<file path="src/rtl/div_pkg.sv">
// div_pkg: shared types and defaults for the sequential divider family.
package div_pkg;
    typedef enum logic [1:0] {IDLE, CALC, DONE} div_state_t;
    localparam int DEF_WIDTH = 4;
endpackage

</file>
<file path="src/rtl/seq_divider_4bit_if.sv">
// seq_divider_4bit_if: start/busy/done handshake and operand/result bus.
interface seq_divider_4bit_if
    import div_pkg::*;
#(
    parameter int WIDTH = DEF_WIDTH
) ();
    logic             start;
    logic [WIDTH-1:0] dividend;
    logic [WIDTH-1:0] divisor;
    logic             busy;
    logic             done;
    logic [WIDTH-1:0] quotient;
    logic [WIDTH-1:0] remainder;
    logic             div_by_zero;

    modport master (
        output start, dividend, divisor,
        input  busy, done, quotient, remainder, div_by_zero
    );
    modport slave (
        input  start, dividend, divisor,
        output busy, done, quotient, remainder, div_by_zero
    );
endinterface

</file>
<file path="src/rtl/div_step.sv">
// div_step: one restoring-division step (conditional subtract of the divisor).
module div_step #(
    parameter int WIDTH = 4
) (
    input  logic [WIDTH:0]   rem_shift,
    input  logic [WIDTH-1:0] divisor,
    output logic [WIDTH-1:0] rem_next,
    output logic             q_bit
);
    // When the subtract succeeds the true difference is below divisor, so WIDTH bits suffice.
    logic [WIDTH-1:0] diff;
    assign q_bit    = rem_shift >= {1'b0, divisor};
    assign diff     = rem_shift[WIDTH-1:0] - divisor;
    assign rem_next = q_bit ? diff : rem_shift[WIDTH-1:0];
endmodule

</file>
<file path="src/rtl/seq_divider_4bit.sv">
// seq_divider_4bit: iterative restoring unsigned divider, one quotient bit per clock.
module seq_divider_4bit
    import div_pkg::*;
#(
    parameter int WIDTH = DEF_WIDTH
) (
    input logic clk,
    input logic rst_n,
    seq_divider_4bit_if.slave bus
);
    localparam int CNT_W = $clog2(WIDTH + 1);

    div_state_t       state, state_nxt;
    logic [CNT_W-1:0] cnt;
    logic [WIDTH-1:0] shift_reg, div_reg, part_rem, rem_nxt, quo_r, rem_r;
    logic             q_bit, dbz_r, accept, last_step, zero_div;

    assign zero_div  = bus.divisor == '0;
    assign accept    = state == IDLE && bus.start;
    assign last_step = cnt == CNT_W'(WIDTH - 1);

    div_step #(.WIDTH(WIDTH)) u_step (
        .rem_shift ({part_rem, shift_reg[WIDTH-1]}),
        .divisor   (div_reg),
        .rem_next  (rem_nxt),
        .q_bit     (q_bit)
    );

    always_ff @(posedge clk or negedge rst_n)
        if (!rst_n) state <= IDLE;
        else        state <= state_nxt;

    always_comb begin
        state_nxt = state;
        case (state)
            IDLE:    state_nxt = bus.start ? (zero_div ? DONE : CALC) : IDLE;
            CALC:    state_nxt = last_step ? DONE : CALC;
            DONE:    state_nxt = IDLE;
            default: state_nxt = IDLE;
        endcase
    end

    // Divide-by-zero results are produced on the accept edge itself.
    always_ff @(posedge clk or negedge rst_n) begin
        if (!rst_n) begin
            cnt       <= '0;
            shift_reg <= '0;
            div_reg   <= '0;
            part_rem  <= '0;
            quo_r     <= '0;
            rem_r     <= '0;
            dbz_r     <= 1'b0;
        end else if (accept) begin
            cnt       <= '0;
            shift_reg <= bus.dividend;
            div_reg   <= bus.divisor;
            part_rem  <= '0;
            dbz_r     <= zero_div;
            if (zero_div) begin
                quo_r <= '1;
                rem_r <= bus.dividend;
            end
        end else if (state == CALC) begin
            cnt       <= cnt + 1'b1;
            shift_reg <= {shift_reg[WIDTH-2:0], q_bit};
            part_rem  <= rem_nxt;
            if (last_step) begin
                quo_r <= {shift_reg[WIDTH-2:0], q_bit};
                rem_r <= rem_nxt;
            end
        end
    end

    assign bus.busy        = state == CALC;
    assign bus.done        = state == DONE;
    assign bus.quotient    = quo_r;
    assign bus.remainder   = rem_r;
    assign bus.div_by_zero = dbz_r;
endmodule

</file>
<file path="src/flat_wrapper.sv">
// flat-port wrapper written by rule: the top's interface ports become plain ports
module seq_divider_4bit_flat import div_pkg::*;
#(
    parameter int WIDTH = DEF_WIDTH
)
  (clk, rst_n, bus_start, bus_dividend, bus_divisor, bus_busy, bus_done, bus_quotient, bus_remainder, bus_div_by_zero);
  seq_divider_4bit_if #(.WIDTH(WIDTH)) bus_i ();
  input logic clk;
  input logic rst_n;
  input wire logic [$bits(bus_i.start)-1:0] bus_start;
  input wire logic [$bits(bus_i.dividend)-1:0] bus_dividend;
  input wire logic [$bits(bus_i.divisor)-1:0] bus_divisor;
  output wire logic [$bits(bus_i.busy)-1:0] bus_busy;
  output wire logic [$bits(bus_i.done)-1:0] bus_done;
  output wire logic [$bits(bus_i.quotient)-1:0] bus_quotient;
  output wire logic [$bits(bus_i.remainder)-1:0] bus_remainder;
  output wire logic [$bits(bus_i.div_by_zero)-1:0] bus_div_by_zero;
  assign bus_i.start = bus_start;
  assign bus_i.dividend = bus_dividend;
  assign bus_i.divisor = bus_divisor;
  assign bus_busy = bus_i.busy;
  assign bus_done = bus_i.done;
  assign bus_quotient = bus_i.quotient;
  assign bus_remainder = bus_i.remainder;
  assign bus_div_by_zero = bus_i.div_by_zero;
  seq_divider_4bit #(.WIDTH(WIDTH)) u_core (.clk(clk), .rst_n(rst_n), .bus(bus_i));
endmodule
</file>
<file path="config.mk">
export PLATFORM = sky130hd
export DESIGN_NAME = seq_divider_4bit_flat
export DESIGN_NICKNAME = d
export VERILOG_FILES = /design/src/rtl/div_pkg.sv /design/src/rtl/seq_divider_4bit_if.sv /design/src/rtl/div_step.sv /design/src/rtl/seq_divider_4bit.sv /design/src/flat_wrapper.sv
export SDC_FILE = /design/constraint.sdc
export NUM_CORES = 1
export LEC_CHECK = 0
export CAP_MARGIN = 20
export CORE_ASPECT_RATIO = 1.2
export CORE_MARGIN = 1
export CORE_UTILIZATION = 50
export DETAILED_ROUTE_END_ITERATION = 10
export GPL_ROUTABILITY_DRIVEN = 0
export PLACE_DENSITY = 0.75
export RECOVER_POWER = 25
export SYNTH_ARGS = -nofsm -noshare
export SYNTH_HDL_FRONTEND = slang
export SYNTH_SLANG_ARGS = --single-unit
</file>
<file path="constraint.sdc">
create_clock -name clk -period 2.05 [get_ports clk]
set_clock_uncertainty 0.1 [all_clocks]
set_input_delay 0.3075 -clock clk [delete_from_list [all_inputs] [get_ports clk]]
set_output_delay 0.3075 -clock clk [all_outputs]
set_load 0.05 [all_outputs]
</file>
==> out/metrics.csv, run 1 <==
stage,metric,value,unit
hold_path,hold_start,u_core.bus.div_by_zero$_DFFE_PN0P_,
routing,ant_nets,0,
critical_path,worstPathRequired,1640,ps
routing,via_per_inst,5.46,
critical_path,crit_buf_inv,1,
layout,areaGrowthSynthToFinish,24.3,%
floorplanning,die_h,59.3,um
critical_path,critPathMaxStageDelay,810,ps
placed_design,place_ws,106,ps
placed_design,portBuffers,21,
clock_network,clock_latency,330,ps
clock_network,cts-hold-fix-buffers,0,
floorplanning,core_area,2580,um^2
clock_network,clock_sinks,26,
synth,ys_warn_count,0,
sta,worst_slew_pin_slew,1360,ps
synth,syn-num-nets,153,
critical_path,worstPathMaxFanout,2,
global_route,grt_pass1_wl,4720,um
global_route,grt_pass1_vias,1081,
floorplanning,fp.dieW,49.8,um
sta,setup_viol,0,
floorplanning,rows,20,
pwr,intPower,1.82,mW
layout,drive_above_1_share,18.4,%
floorplanning,initial_core_util,53.2,%
critical_path,critPathCaptureType,output port,
synth,ys_types,38,
critical_path,cp-startpoint,u_core.bus.remainder[2]$_DFFE_PN0P_,
sta,rsz0062_at_grt,false,
synth,seq_area_frac_synth,47.5,%
flow_run,maxCapViolations,0,
synth,synth_top_area_cell,dfrtp_1,
status,outcome,"finished, final reports clean",
synth,syn_inst,135,
pwr,p_comb_share,62.0,%
sta,drv_slew,0,
routing,wl_per_cell,14.8,um
pwr,p_clk_share,10.4,%
critical_path,critical_path_class,flop to output port,
critical_path,r2r-start,u_core.part_rem[1]$_DFFE_PN0P_,
critical_path,crit_slowest_cell,clkdlybuf4s50_1,
routing,drc,0,
clock_network,cts_inserted_buffers,3,
sta,relSlewSlack,9.02,%
pwr,p_seq_share,27.7,%
critical_path,cp_top_family,buffers and inverters,
synth,synthesis.area,1370,um^2
sta,final_hold_viol_count,0,
synth,synthArstFlopShare,100,%
synth,synth-main-ff-cell,dfrtp_1,
layout,layout_commonest_cell,nand2_1,
global_route,grt_start_max_net_pins,27,
pwr,leakage,0.751,nW
synth,syn_avg_cell_area,10.1,um^2
clock_network,clkTransAtPathRegs,150,ps
routing,totalWireLength,2900,um
routing,drt_first_pass_iters,5,
sta,min_period,1930,ps
pwr,swShare,46.0,%
clock_network,clock_path_buffers,2,
pwr,p_per_area,1980,nW/um^2
pwr,ir_drop,0.982,mV
synth,synth-seq-cells,26,
synth,yosysTopAreaCellShare,47.5,%
layout,diodes,0,
global_route,grt_overflow,0,
clock_network,clock-root-buffer,clkbuf_4,
sta,post-route-period-util,94.3,%
routing,vias,1070,
synth,synth_edf_count,0,
sta,tns,0,ps
layout,fin_nets,182,
sta,fmax,0.517,GHz
synth,synth_area_leaders,"dfrtp_1, nand2_1, ha_1, o21ai_1, nand3_1",
critical_path,worst-endpoint-arrival,1530,ps
pwr,switchingPower,1.55,mW
global_route,antenna_found_initial,0,
clock_network,h-tree-depth,1,
clock_network,cts_tree,built,
critical_path,cp-start-kind,flop,
floorplanning,io_pins,22,
critical_path,crit_chain,clkdlybuf4s50_1,
routing,initialDrtViolationCount,18,
floorplanning,die-area,2950,um^2
layout,final_cell_mix,"nand2_1, dfrtp_1, clkdlybuf4s50_1",
hold_path,hp-class,flop to flop,
sta,final.setup.worst_slack,117,ps
placed_design,dpl.hpwl,2210,um
global_route,grt_use_total,21.6,%
-- synth_stat cells (2+ instances only) --
master     n
or3_1      2
o211ai_1   2
o21ai_1   13
o21ai_0    2
inv_1      6
mux2i_1    2
dfrtp_1   26
a31oi_2    2
inv_2      2
nand3_1    8
nor2_1     5
nor3_1     2
ha_1       6
a22oi_1    3
nand2_4    2
nand2_1   27
mux2_4     2
nand2_2    3
-- power by group through the flow --
stage,Clock (mW),Combinational (mW),Sequential [mW]
2_1_floorplan,0,1.30,1.17
3_3_place_gp,0,2.01,0.939
3_5_place_dp,0,2.08,0.948
4_1_cts,0.359,2.09,0.935
5_1_grt,0.379,2.28,0.961
6_report,0.351,2.09,0.934
-- metal layers --
metal	up-vias	track usage [%]	share of wire [%]
met2	22	39.8	53
met5	-	0	0
li1	532	-	-
met4	0	7.35	1.0
met1	512	26.2	44
met3	4	2.31	2.7
-- final timing paths --
path / endpoint / depth (start not counted) / slack (ps)
setup reg to reg: u_core.bus.remainder[0]$_DFFE_PN0P_ / 5 / 140
hold reg to reg: u_core.bus.div_by_zero$_DFFE_PN0P_ / 2 / 400
setup / recovery: bus_remainder[2] / 1 / 120
hold / removal: u_core.bus.div_by_zero$_DFFE_PN0P_ / 2 / 400
max in group asynchronous: u_core.cnt[1]$_DFFE_PN0P_ / 2 / 350
min in group asynchronous: u_core.part_rem[2]$_DFFE_PN0P_ / 2 / 700
-- cell families after synthesis --
group	Yosys count	share of synthesized area, %
AND/OR/NAND/NOR	54	20.0
AO/OA/AOI/OAI	32	17.6
multiplexers	4	3.65
adder cells (fa/ha/maj)	7	6.94
XOR/XNOR	1	0.639
flip-flops	26	47.5
buffers and inverters	11	3.65
-- tightest hold or removal path, delay by kind of cell, from the launching register on --
family / cells / cell delay (ps)
DFF: 1 / 380
and+or+nand+nor: 2 / 100
-- per-stage QoR --
step                instance area (um^2)  utilization, %  hold WS, ps  std cells  total power [mW]
floorplan                           1370               -        -88.1        135              2.47
CTS                                 1700            65.9          236        195              3.38
global placement                    1650            63.9          365        191              2.95
detailed placement                  1650            63.9          373        191              3.03
finish                              1700            66.1          403        196              3.38
global route                        1700            66.1          428        196              3.62
-- layout make-up --
class / count / area [um^2]
sequential: 26 / 651
inverter: 8 / 30.0
timing repair buffer: 27 / 259
fill: 205 / 875
tap: 33 / 41.3
clock inverter: 1 / 30.0
multi-input combinational: 98 / 669
clock buffer: 3 / 22.5
-- timing repair --
item | 4_1_cts | 5_1_grt
setup endpoints to repair | 0 | 2
gates resized for setup | 0 | 1
buffers inserted | 0 | 1
(Power assumes the default switching activity.)
==> run 2, diff against run 1 <==
--- a/config.mk
+++ b/config.mk
@@ -11,7 +11,7 @@
 export CORE_UTILIZATION = 50
 export DETAILED_ROUTE_END_ITERATION = 10
 export GPL_ROUTABILITY_DRIVEN = 0
-export PLACE_DENSITY = 0.75
+export PLACE_DENSITY = 0.76
 export RECOVER_POWER = 25
 export SYNTH_ARGS = -nofsm -noshare
 export SYNTH_HDL_FRONTEND = slang
==> run 2 against run 1 <==
Compared with the run above:
- sequential share of layout area increased by 0.43 points
- count of clock-buffer cells in the layout did not move
- first-iteration DRC count rose by 110%
- non-clock buffer count stayed put
- via count is 1.4% higher
- critical endpoint is now u_core.bus.remainder[2]$_DFFE_PN0P_
- largest cell class unchanged
- largest power group unchanged
==> out/metrics.csv, run 2 (synthesis results as in run 1) <==
stage,metric,value,unit,change
status,outcome,"finished, final reports clean",,
sta,relSlewSlack,7.04,%,-2.0 points
global_route,grt_use_total,23.1,%,+1.5 points
critical_path,worst-endpoint-arrival,2150,ps,+620 ps
routing,via_per_inst,5.56,,+1.9%
sta,final.setup.worst_slack,62.2,ps,-55.0 ps
pwr,p_clk_share,6.7,%,-3.7 points
pwr,leakage,0.738,nW,-1.6%
critical_path,worstPathRequired,2210,ps,+570 ps
clock_network,cts_tree,built,,
sta,fmax,0.503,GHz,-2.8%
routing,wl_met2,1570,um,+2.6%
critical_path,critical_path_class,flop to flop,,
floorplanning,initial_core_util,53.2,%,unchanged
sta,post-route-period-util,97.0,%,+2.7 points
pwr,switchingPower,1.57,mW,+0.85%
floorplanning,die_h,59.3,um,unchanged
clock_network,clock_latency,320,ps,about the same
pwr,intPower,1.71,mW,-6.1%
clock_network,clkTransAtPathRegs,140,ps,about the same
clock_network,clock_sinks,26,,unchanged
routing,wl_met1,1250,um,-1.1%
routing,initialDrtViolationCount,38,,+20
placed_design,portBuffers,21,,unchanged
global_route,antenna_found_initial,0,,unchanged
flow_run,maxCapViolations,0,,unchanged
critical_path,reg2reg_setup_slack,60,ps,-80 ps
critical_path,r2r_cells,5,,unchanged
routing,ant_nets,0,,unchanged
hold_path,hp-class,flop to flop,,
sta,final_hold_viol_count,0,,unchanged
routing,highest_layer,met4,,
global_route,grt_overflow,0,,unchanged
hold_path,whs_endpoint,u_core.bus.div_by_zero$_DFFE_PN0P_,,
routing,wl_per_cell,15.3,um,+3.2%
routing,vias,1085,,+1.4%
layout,areaGrowthSynthToFinish,22.9,%,
global_route,grt_pass1_vias,1108,,+2.5%
clock_network,cts-hold-fix-buffers,0,,unchanged
clock_network,h-tree-depth,1,,unchanged
sta,drv_slew,0,,unchanged
placed_design,dpl.hpwl,2240,um,+1.6%
pwr,p_seq_share,28.8,%,+1.1 points
sta,min_period,1990,ps,+55.0 ps
layout,fin_nets,182,,unchanged
sta,hold_slack,397,ps,-6.47 ps
routing,drt_first_pass_iters,6,,+1
pwr,ir_drop,1.10,mV,+12%
sta,worst_slew_pin_slew,1390,ps,+29.8 ps
pwr,p_comb_share,64.4,%,+2.4 points
layout,final_cell_mix,"nand2_1, dfrtp_1, clkdlybuf4s50_1",,
critical_path,cp-startpoint,u_core.part_rem[0]$_DFFE_PN0P_,,
pwr,p_per_area,1950,nW/um^2,-1.8%
clock_network,post_cts_buffers,0,,unchanged
clock_network,clock_path_buffers,2,,unchanged
global_route,grt_pass1_wl,4970,um,+5.4%
layout,drive_above_1_share,18.5,%,+0.11 points
placed_design,place_ws,88.7,ps,-17.7 ps
floorplanning,io_pins,22,,unchanged
global_route,grt_start_max_net_pins,27,,unchanged
critical_path,rr_endpoint,u_core.bus.remainder[2]$_DFFE_PN0P_,,
floorplanning,fp.dieW,49.8,um,unchanged
floorplanning,core_area,2580,um^2,unchanged
clock_network,clock-root-buffer,clkbuf_4,,
routing,drc,0,,unchanged
layout,diodes,0,,unchanged
critical_path,critPathCaptureType,flop,,
routing,totalWireLength,2970,um,+2.7%
critical_path,cp-start-kind,flop,,
hold_path,hold_depth,2,,unchanged
layout,layout_commonest_cell,nand2_1,,
clock_network,cts_inserted_buffers,3,,unchanged
floorplanning,die-area,2950,um^2,unchanged
sta,setup_viol,0,,unchanged
critical_path,worstPathMaxFanout,7,,+5
pwr,swShare,47.8,%,+1.8 points
routing,met3_length,75,um,-2.6%
hold_path,hold_start,u_core.bus.div_by_zero$_DFFE_PN0P_,,
floorplanning,rows,20,,unchanged
critical_path,r2r-start,u_core.part_rem[0]$_DFFE_PN0P_,,
[run 2: changes by cell type in the layout (fill, tap and decap cells not counted), sizes merged]
| cell | change |
|---|---|
| bufinv | -1 |
| clkdlybuf4s50 | +1 |
| dlygate4sd3 | -1 |
[run 2: final cells by class]
class	instances	area, um^2
clock buffers	3	22.5
fillers	223	893
inverters	8	30.0
multi-input cells	98	681
flip-flops and latches	26	651
well taps	33	41.3
repair buffers	27	259
[run 2: per-stage QoR]
stage	instance area, um^2	std cells	power [mW]	setup TNS [ps]	util, %
floorplan	1370	135	2.47	0	-
global placement	1650	192	2.97	0	64.2
detailed placement	1650	192	3.04	0	64.2
CTS	1680	195	3.25	0	65.0
global route	1680	195	3.54	-33.6	65.3
finish	1680	195	3.28	0	65.3
[run 2: what timing repair did]
action / CTS / global route
endpoints found under the setup margin: 0 / 2
endpoints found under the hold margin: 0 / 0
gates resized for setup: 0 / 3
[run 2: critical path, cell delays in order (launching register included)]
cell     delay [ps]
dfrtp_1         470
ha_1            290
nor4_4          350
a22o_4          230
mux2_4          320
a31oi_2         160
[run 2: worst max path at each step]
stage | end | slack (ps) | depth (start not counted)
final | u_core.bus.remainder[2]$_DFFE_PN0P_ | 60 | 5
after global routing | u_core.bus.remainder[2]$_DFFE_PN0P_ | -30 | 5
after CTS | u_core.bus.remainder[2]$_DFFE_PN0P_ | 70 | 8
after detailed placement | u_core.bus.remainder[2]$_DFFE_PN0P_ | 90 | 8
after global placement | u_core.bus.remainder[2]$_DFFE_PN0P_ | 160 | 8
after floorplan | u_core.bus.remainder[2]$_DFFE_PN0P_ | 210 | 8
[run 2: power by group through the flow]
stage / combinational, mW / clock [mW] / sequential (mW)
4_1_cts: 2.10 / 0.221 / 0.938
3_3_place_gp: 2.03 / 0 / 0.941
6_report: 2.11 / 0.221 / 0.945
3_5_place_dp: 2.09 / 0 / 0.948
2_1_floorplan: 1.30 / 0 / 1.17
5_1_grt: 2.32 / 0.244 / 0.969
[run 2: routing by layer]
layer / vias to the layer above / GRT usage [%]
li1: 532 / -
met1: 522 / 27.0
met2: 22 / 40.0
met3: 9 / 3.59
met4: 0 / 13.9
met5: - / 0
